## src/rtl/steer_ring_n.sv

```systemverilog
// Token ring that steers a one-hot DATA wavefront to one of N stages and
// returns to NULL on downstream completion, advancing the token by one stage.
module steer_ring_n #(
    parameter int N        = 4,
    parameter int INIT_POS = 0,
    parameter int CW       = 8,
    localparam int PW      = (N > 1) ? $clog2(N) : 1
) (
    input  logic          clk,
    input  logic          init,
    input  logic          steerCOMP,
    input  logic          dir,
    input  logic [N-1:0]  skip_mask,
    output logic [N-1:0]  steer,
    output logic [PW-1:0] pos,
    output logic          wrap,
    output logic [CW-1:0] revs,
    output logic          stall
);

    typedef enum logic {S_NULL, S_DATA} state_t;

    state_t        state_q, state_d;
    logic [N-1:0]  steer_q, steer_d;
    logic [PW-1:0] pos_q, pos_d;
    logic          wrap_q, wrap_d;
    logic [CW-1:0] revs_q, revs_d;

    logic          found;
    logic [PW-1:0] k;
    int            idx;

    // First unmasked stage, searching from the token in the selected direction.
    always_comb begin
        found = 1'b0;
        k     = pos_q;
        idx   = 0;
        for (int i = 0; i < N; i++) begin
            if (dir) idx = (int'(pos_q) + N - i) % N;
            else     idx = (int'(pos_q) + i) % N;
            if (!found && !skip_mask[idx]) begin
                found = 1'b1;
                k     = PW'(idx);
            end
        end
    end

    always_comb begin
        state_d = state_q;
        steer_d = steer_q;
        pos_d   = pos_q;
        wrap_d  = 1'b0;
        revs_d  = revs_q;
        case (state_q)
            S_NULL: begin
                if (!steerCOMP && found) begin
                    state_d    = S_DATA;
                    steer_d    = '0;
                    steer_d[k] = 1'b1;
                    pos_d      = k;
                end
            end
            S_DATA: begin
                // Advance ignores the mask; masking only matters at issue time.
                if (steerCOMP) begin
                    state_d = S_NULL;
                    steer_d = '0;
                    if (dir) begin
                        if (pos_q == '0) begin
                            pos_d  = PW'(N - 1);
                            wrap_d = 1'b1;
                        end else begin
                            pos_d  = pos_q - PW'(1);
                        end
                    end else begin
                        if (pos_q == PW'(N - 1)) begin
                            pos_d  = '0;
                            wrap_d = 1'b1;
                        end else begin
                            pos_d  = pos_q + PW'(1);
                        end
                    end
                    if (wrap_d) revs_d = revs_q + CW'(1);
                end
            end
            default: state_d = S_NULL;
        endcase
    end

    always_ff @(posedge clk or posedge init) begin
        if (init) begin
            state_q <= S_NULL;
            steer_q <= '0;
            pos_q   <= PW'(INIT_POS);
            wrap_q  <= 1'b0;
            revs_q  <= '0;
        end else begin
            state_q <= state_d;
            steer_q <= steer_d;
            pos_q   <= pos_d;
            wrap_q  <= wrap_d;
            revs_q  <= revs_d;
        end
    end

    assign stall = !init && (state_q == S_NULL) && !steerCOMP && (&skip_mask);
    assign steer = steer_q;
    assign pos   = pos_q;
    assign wrap  = wrap_q;
    assign revs  = revs_q;

endmodule
```

## config.mk

```make
export PLATFORM = sky130hd
export DESIGN_NAME = steer_ring_n
export DESIGN_NICKNAME = d
export VERILOG_FILES = /design/src/rtl/steer_ring_n.sv
export SDC_FILE = /design/constraint.sdc
export NUM_CORES = 1
export LEC_CHECK = 0
export CORE_ASPECT_RATIO = 1.4
export CORE_MARGIN = 3
export CORE_UTILIZATION = 43
export CTS_CLUSTER_SIZE = 16
export DETAILED_ROUTE_END_ITERATION = 10
export GPL_TIMING_DRIVEN = 0
export HOLD_SLACK_MARGIN = 0.05
export PLACE_DENSITY = 0.74
export SYNTH_ARGS = -nofsm -noshare
export SYNTH_HDL_FRONTEND = slang
export SYNTH_SLANG_ARGS = --single-unit
```

## constraint.sdc

```tcl
create_clock -name clk -period 4.6 [get_ports clk]
set_input_delay 0.46 -clock clk [delete_from_list [all_inputs] [get_ports clk]]
set_output_delay 0.46 -clock clk [all_outputs]
set_load 0.005 [all_outputs]
```

# ---- Word-level counts from Yosys, hierarchy flattened
# Cells that the tools add are included.
dict set report word_totals {
  regBits 16
  latch_bits 0
  ramBits 0
  rom_bits 0
  input_bits 8
  out_inout_bits 16
  elab_cells 103
  memories 0
}
dict set report op_classes {
  add_sub_neg 10
  n_mul 0
  div 0
  magnitude_cmp 6
  eq_ne 3
  n_shift 0
  muxes 45
  n_bitwise 8
  n_reduce_logical 26
}
# op count
set ops {}
lappend ops {{$lt 32x4->1 const B} 4}
lappend ops {{$mux 32} 4}
lappend ops {{$sub 32x2->32 const B} 1}
lappend ops {{$sub 32x3->32 const B} 1}
lappend ops {{$mux 1} 22}
lappend ops {{$mux 2} 9}
lappend ops {{$reduce_or 2->1} 7}
lappend ops {{$add 8x1->8 const B} 1}
lappend ops {{$bmux 1 s2} 4}
lappend ops {{$logic_and 1x1->1} 8}
lappend ops {{$mux 4} 2}
lappend ops {{$pmux 4 s2} 1}
lappend ops {{$logic_not 1->1} 7}
lappend ops {{$sub 4x2->5 const B} 1}
lappend ops {{$add 2x1->2 const B} 2}
lappend ops {{$add 2x2->2 const B} 2}
lappend ops {{$add 2x3->4 const B} 1}
lappend ops {{$and 1x1->1 const A} 4}
lappend ops {{$ne 2x2->1 const B} 2}
lappend ops {{$pmux 2 s2} 1}
lappend ops {{$reduce_and 4->1} 1}
lappend ops {{$and 1x1->1} 3}
lappend ops {{$lt 2x3->1 const B} 1}
lappend ops {{$reduce_and 3->1} 1}
lappend ops {{other kinds (8)} 8}

# ---- Longest topological paths before layout
dict set report depth {
  word_depth 23
  mapped_depth 8
  mapped_depth_nobuf 7
}

# ---- Least setup slack after synthesis
# OpenSTA, ideal clock, no wires.
dict set report synth_path {
  path_kind {register to register}
  start {register pos_q[0] (netlist: pos[0])}
  end {register steer_q[2] (netlist: steer[2])}
  setup_ns 0.074
  arrival_time_ns 2.045
  t_required_ns 4.526
  slack_ns 2.481
  path_stages_with_launch 9
  n_path_buf 1
  synth_period_minus_slack_ns 2.119
  cell_sequence {dfrtp_1 > buf_6 > inv_1 > ha_1 > xor2_1 > mux2_2 > a21o_1 > mux2_4 > o21ai_2}
}
dict set report synth_between {
  elab_chain_len 21
  elab_cells_between_ends 49
  cone_classes {7 x add/sub; 2 x order compare; 1 x eq/ne; 28 x mux; 11 x reduce/logical}
}
# item line
set synth_lines {}
lappend synth_lines {{start: declaration} 25} ;# logic [PW-1:0] pos_q, pos_d;
lappend synth_lines {{start signal: assignment} 94} ;# pos_q <= PW'(INIT_POS);
lappend synth_lines {{start signal: assignment} 100} ;# pos_q <= pos_d;
lappend synth_lines {{$add 2x3->4} 39} ;# if (dir) idx = (int'(pos_q) + N - i) % N;
lappend synth_lines {{$sub 32x2->32} 39}
lappend synth_lines {{$mux 32} 39}
lappend synth_lines {{$bmux 1 s2} 41} ;# if (!found && !skip_mask[idx]) begin
lappend synth_lines {{$mux 1 (implied by the code) (2 in a row)} 41}
lappend synth_lines {{$logic_not 1->1} 41}
lappend synth_lines {{$logic_and 1x1->1} 41}
lappend synth_lines {{$mux 1} 41}
lappend synth_lines {{[... 4 more ...]} n/a}
lappend synth_lines {{$logic_and 1x1->1} 41}
lappend synth_lines {{$mux 2} 41}
lappend synth_lines {{$lt 2x3->1 (implied by the code) or $ge 2x1->1 (tied branches)} 59} ;# steer_d[k] = 1'b1;
lappend synth_lines {{$logic_and 1x1->1 (implied by the code)} 59}
lappend synth_lines {{$mux 1 (implied by the code)} 59}
lappend synth_lines {{$demux 1 s2} 59}
lappend synth_lines {{$mux 4} 56} ;# if (!steerCOMP && found) begin
lappend synth_lines {{$pmux 4 s2} 54} ;# case (state_q)
lappend synth_lines {{end signal: assignment} 99} ;# steer_q <= steer_d;
lappend synth_lines {{end: declaration} 24} ;# logic [N-1:0] steer_q, steer_d;
# Parallel ways exist; a longest one is shown, timed or not. The select of a mux whose other input is x is not followed.
# A chain may end at the register's enable or synchronous reset.

# ---- Final worst setup path
dict set report layout_path {
  start {input port skip_mask[1]}
  end {output port stall}
}
dict set report layout_between {
  elab_chain_len 2
}
# item line
set layout_lines {}
lappend layout_lines {{start: declaration} 13} ;# input logic [N-1:0] skip_mask,
lappend layout_lines {{$reduce_and 4->1} 106} ;# assign stall = !init && (state_q == S_NULL) && !steerCOMP && (&skip_mask);
lappend layout_lines {{$logic_and 1x1->1} 106}
lappend layout_lines {{end: declaration} 18} ;# output logic stall
# Every way passes these cells.

==> implementation parameters <==
Parameter                              Value

Clock tree
  CTS tree    yes
  Clock slew at the register clock pins of the worst setup and hold paths    ~0.090 ns
  CTS H-Tree Depth    1
  Clock latency on the worst-skew pair    0.28 ns
  CTS Root Cell    sky130_fd_sc_hd__clkbuf_4
  Number of buffers created by CTS    3
  Hold Buf Count CTS    0
  Number of cells upsized or downsized after cts    0
  Clock sinks    16
  Post-CTS setup-driven buffer insertion count    0
  Buffers from clock root to sink, at most    2

Finish
  Final std cells w/o fill    129
  Area of all placed cells without fillers    roughly 1200 um2
  Final cell utilization of the core    0.623
  Fraction of final layout cells with drive strength greater than 1    0.101
  Post-synthesis to final-layout area growth    29.8%
  Number of filler instances in the final layout    159
  Antenna Diode Count    0
  Layout net count    ~120

Drt
  Number of DRC violations after detailed routing    0
  Detailed-routed wire length on met2    1.01 mm
  Detailed Route WL    between 1.5 and 2 mm
  Via-to-Cell Ratio    5.71
  Routed wire length per instance    around 15 um
  Highest routing layer actually used    met4
  Number of vias after detailed routing    736
  Number of detailed-routing iterations run before antenna repair    4
  Length of routed met3 wiring    79 um
  Detailed Route Iter0 Violations    2
  Total routed wire length on the met1 layer    731 um
  Number of antenna-violating nets in the routed design    0

Critical path
  Required time worst endpoint    4.14 ns
  Critical path's top delay family    buffers and inverters
  Number of cell instances on the worst register-to-register path    8
  CP max stage delay    0.58 ns
  RR Startpoint    pos[0]
  Startpoint of the worst setup timing path    skip_mask[1]
  Worst EP arrival    2.06 ns
  Kind of capture point of the worst setup path    output port
  Startpoint Class    input port
  Setup crit end    stall
  Start-to-end type of the worst setup path    input port to output port
  Buffers & Inverters on Critical Path    2
  Critical path depth in cells    4
  End of the worst register-to-register path    steer[0]
  Register-to-register setup slack    approximately 2.3 ns
  Most used cell along the critical path    sky130_fd_sc_hd__clkdlybuf4s50_1
  Critical Path Slowest Stage Cell    sky130_fd_sc_hd__clkdlybuf4s50_1
  Biggest fanout along the worst timing path    6
  Cell chain of the critical path    clkdlybuf4s50_1 > nand4_1 > nor4_1 > clkdlybuf4s50_1

Timing
  Final-layout worst hold slack    between 0.4 and 0.5 ns
  Unrepaired setup endpoints after global routing    no
  Share of the cycle needed by the critical path after routing    0.547
  Slew at the pin with the worst max-slew slack    0.601 ns
  Hold Fails Final Rpt    0
  Relative slew slack    0.599
  Post-layout minimum cycle time    2.52 ns
  Largest clock skew in the final design    ~0.0031 ns
  Final-report max-slew violation count    0
  Final setup vio count    0
  Total Neg Setup Slack    0 ns
  Minimum setup slack in the final design    2.08 ns
  Upper clock frequency limit    ~0.40 GHz

Logic synthesis
  Count of yosys warnings during synthesis    0
  Fraction of synthesis flops using an asynchronous set or reset pin    1.00
  Share of synthesized area occupied by flip-flops and latches    0.446
  Cell taking the most area after synthesis    sky130_fd_sc_hd__dfrtp_1
  Ranking of synthesized cells by instance count    sky130_fd_sc_hd__dfrtp_1, sky130_fd_sc_hd__mux2i_1, sky130_fd_sc_hd__nand2_1, sky130_fd_sc_hd__xnor2_1
  Post-synthesis cell area    between 800 and 900 um2
  Leading register cell type out of synthesis    sky130_fd_sc_hd__dfrtp_1
  Cell count after synthesis    84
  Syn avg cell area    approximately 11 um2
  Proportion of netlist area held by the largest area contributor    0.446
  Number of enable-type register cells in the synthesized netlist    0
  Count of distinct cell types in the synthesized netlist    28
  Number of synthesized register bits    16
  Leading cell type by number of instances after synthesis    sky130_fd_sc_hd__dfrtp_1
  Synth area leaders    sky130_fd_sc_hd__dfrtp_1, sky130_fd_sc_hd__mux2i_1, sky130_fd_sc_hd__xnor2_1, sky130_fd_sc_hd__ha_1, sky130_fd_sc_hd__xor2_1
  Synthesized Nets    95

Placed design
  Post-placement cell area    1140 um2
  Quantity of I/O buffers inserted on ports    22
  Weighted congestion at the end of routability-driven global placement    between 0.7 and 0.8
  Number of placed instances with taps included    between 100 and 150
  Worst Setup Slack post-DPL    2.09 ns
  Half-perimeter wire length after placement    between 1.5 and 2 mm

GRT
  Global-route wire length before repair    between 3 and 4 mm
  Initial antenna violation count    0
  Total Routing Usage GR    0.167
  Grt ovf    0
  Pin count of the biggest net entering global routing    17
  Vias in the first global route    roughly 760

Die
  Total die area    around 2700 um2
  Standard-cell row count    18
  Floorplan Core Area    around 1900 um2
  Chip Width    between 40 and 50 um
  Count of pins on the block boundary    24
  Starting Density    0.480
  Die height    between 60 and 70 um

Pwr
  Power per cell area    about 500 nW/um2
  Leakage Power    0.532 nW
  Power, Total    approximately 0.59 mW
  Worst ir drop on vdd    ~270 uV

Flow run
  Count of max-cap constraint violations    0

Outcome
  Status    finished clean

Worst hold path
  Type of the worst min-delay path    input port to flip-flop
[how the worst min path moves through the flow]
| stage | slack [ns] | cells after the start | startpoint | endpoint |
|---|---|---|---|---|
| global placement | 0.46 | 1 | revs[7] | revs[7] |
| global route | 0.45 | 2 | steerCOMP | state_q |
| CTS | 0.43 | 2 | steerCOMP | state_q |
| floorplan | 0.37 | 1 | init | pos[0] |
| detailed placement | 0.47 | 2 | steer[2] | steer[2] |
| finish | 0.43 | 2 | steerCOMP | state_q |
[cells by family (layout without fill, tap and decap cells)]
group                      count (synthesis)  in the layout  synth area share
and+or+nand+nor                           22             22             0.138
xor gates and xnor gates                  10             10            0.0976
DFF                                       16             16             0.446
adders and majority gates                  3              3            0.0418
buffers and inverters                      7             32            0.0390
muxes                                     10             10             0.120
AOI/OAI and AO/OA                         16             16             0.117
[area by class of cell]
class                   instances  area [um2]  area share
clock buffers                   3        22.5      0.0193
repair buffers                 22         220       0.189
inverters                       5        18.8      0.0161
multi-input cells              61         462       0.396
plain buffers                   2        16.3      0.0140
well taps                      20        25.0      0.0215
flip-flops and latches         16         400       0.344
[cell usage in the layout (no fill, tap or decap), drive strengths merged]
cell type and instances:
or2b 1, a32oi 1, ha 3, a31oi 2, and3 2, a21oi 5
clkbuf 4, clkdlybuf4s50 22, a221oi 1, and4 1, xor2 4, buf 1
dfrtp 16, o21ai 5, nand4 3, a21o 1, nor3 1, nor2 3
inv 5, a221o 1, mux2i 7, mux2 3, nand3 4, xnor2 6
nand2 6, nor4 1
[report_power, final]
group,switching (mW),internal (mW)
sequential,0.0362,0.178
combinational,0.137,0.166
clock,0.0399,0.0303
[metal layers]
metal	GRT usage	vias up
li1	-	356
met1	0.180	354
met2	0.306	22
met3	0.00904	4
met4	0.103	0
met5	0	-
[flip-flops by register name, summed over array words and instances (netlist names)]
signal   cells
pos          2
steer        4
state_q      1
wrap         1
revs         8
No activity file was read; power rests on OpenSTA's default activity.
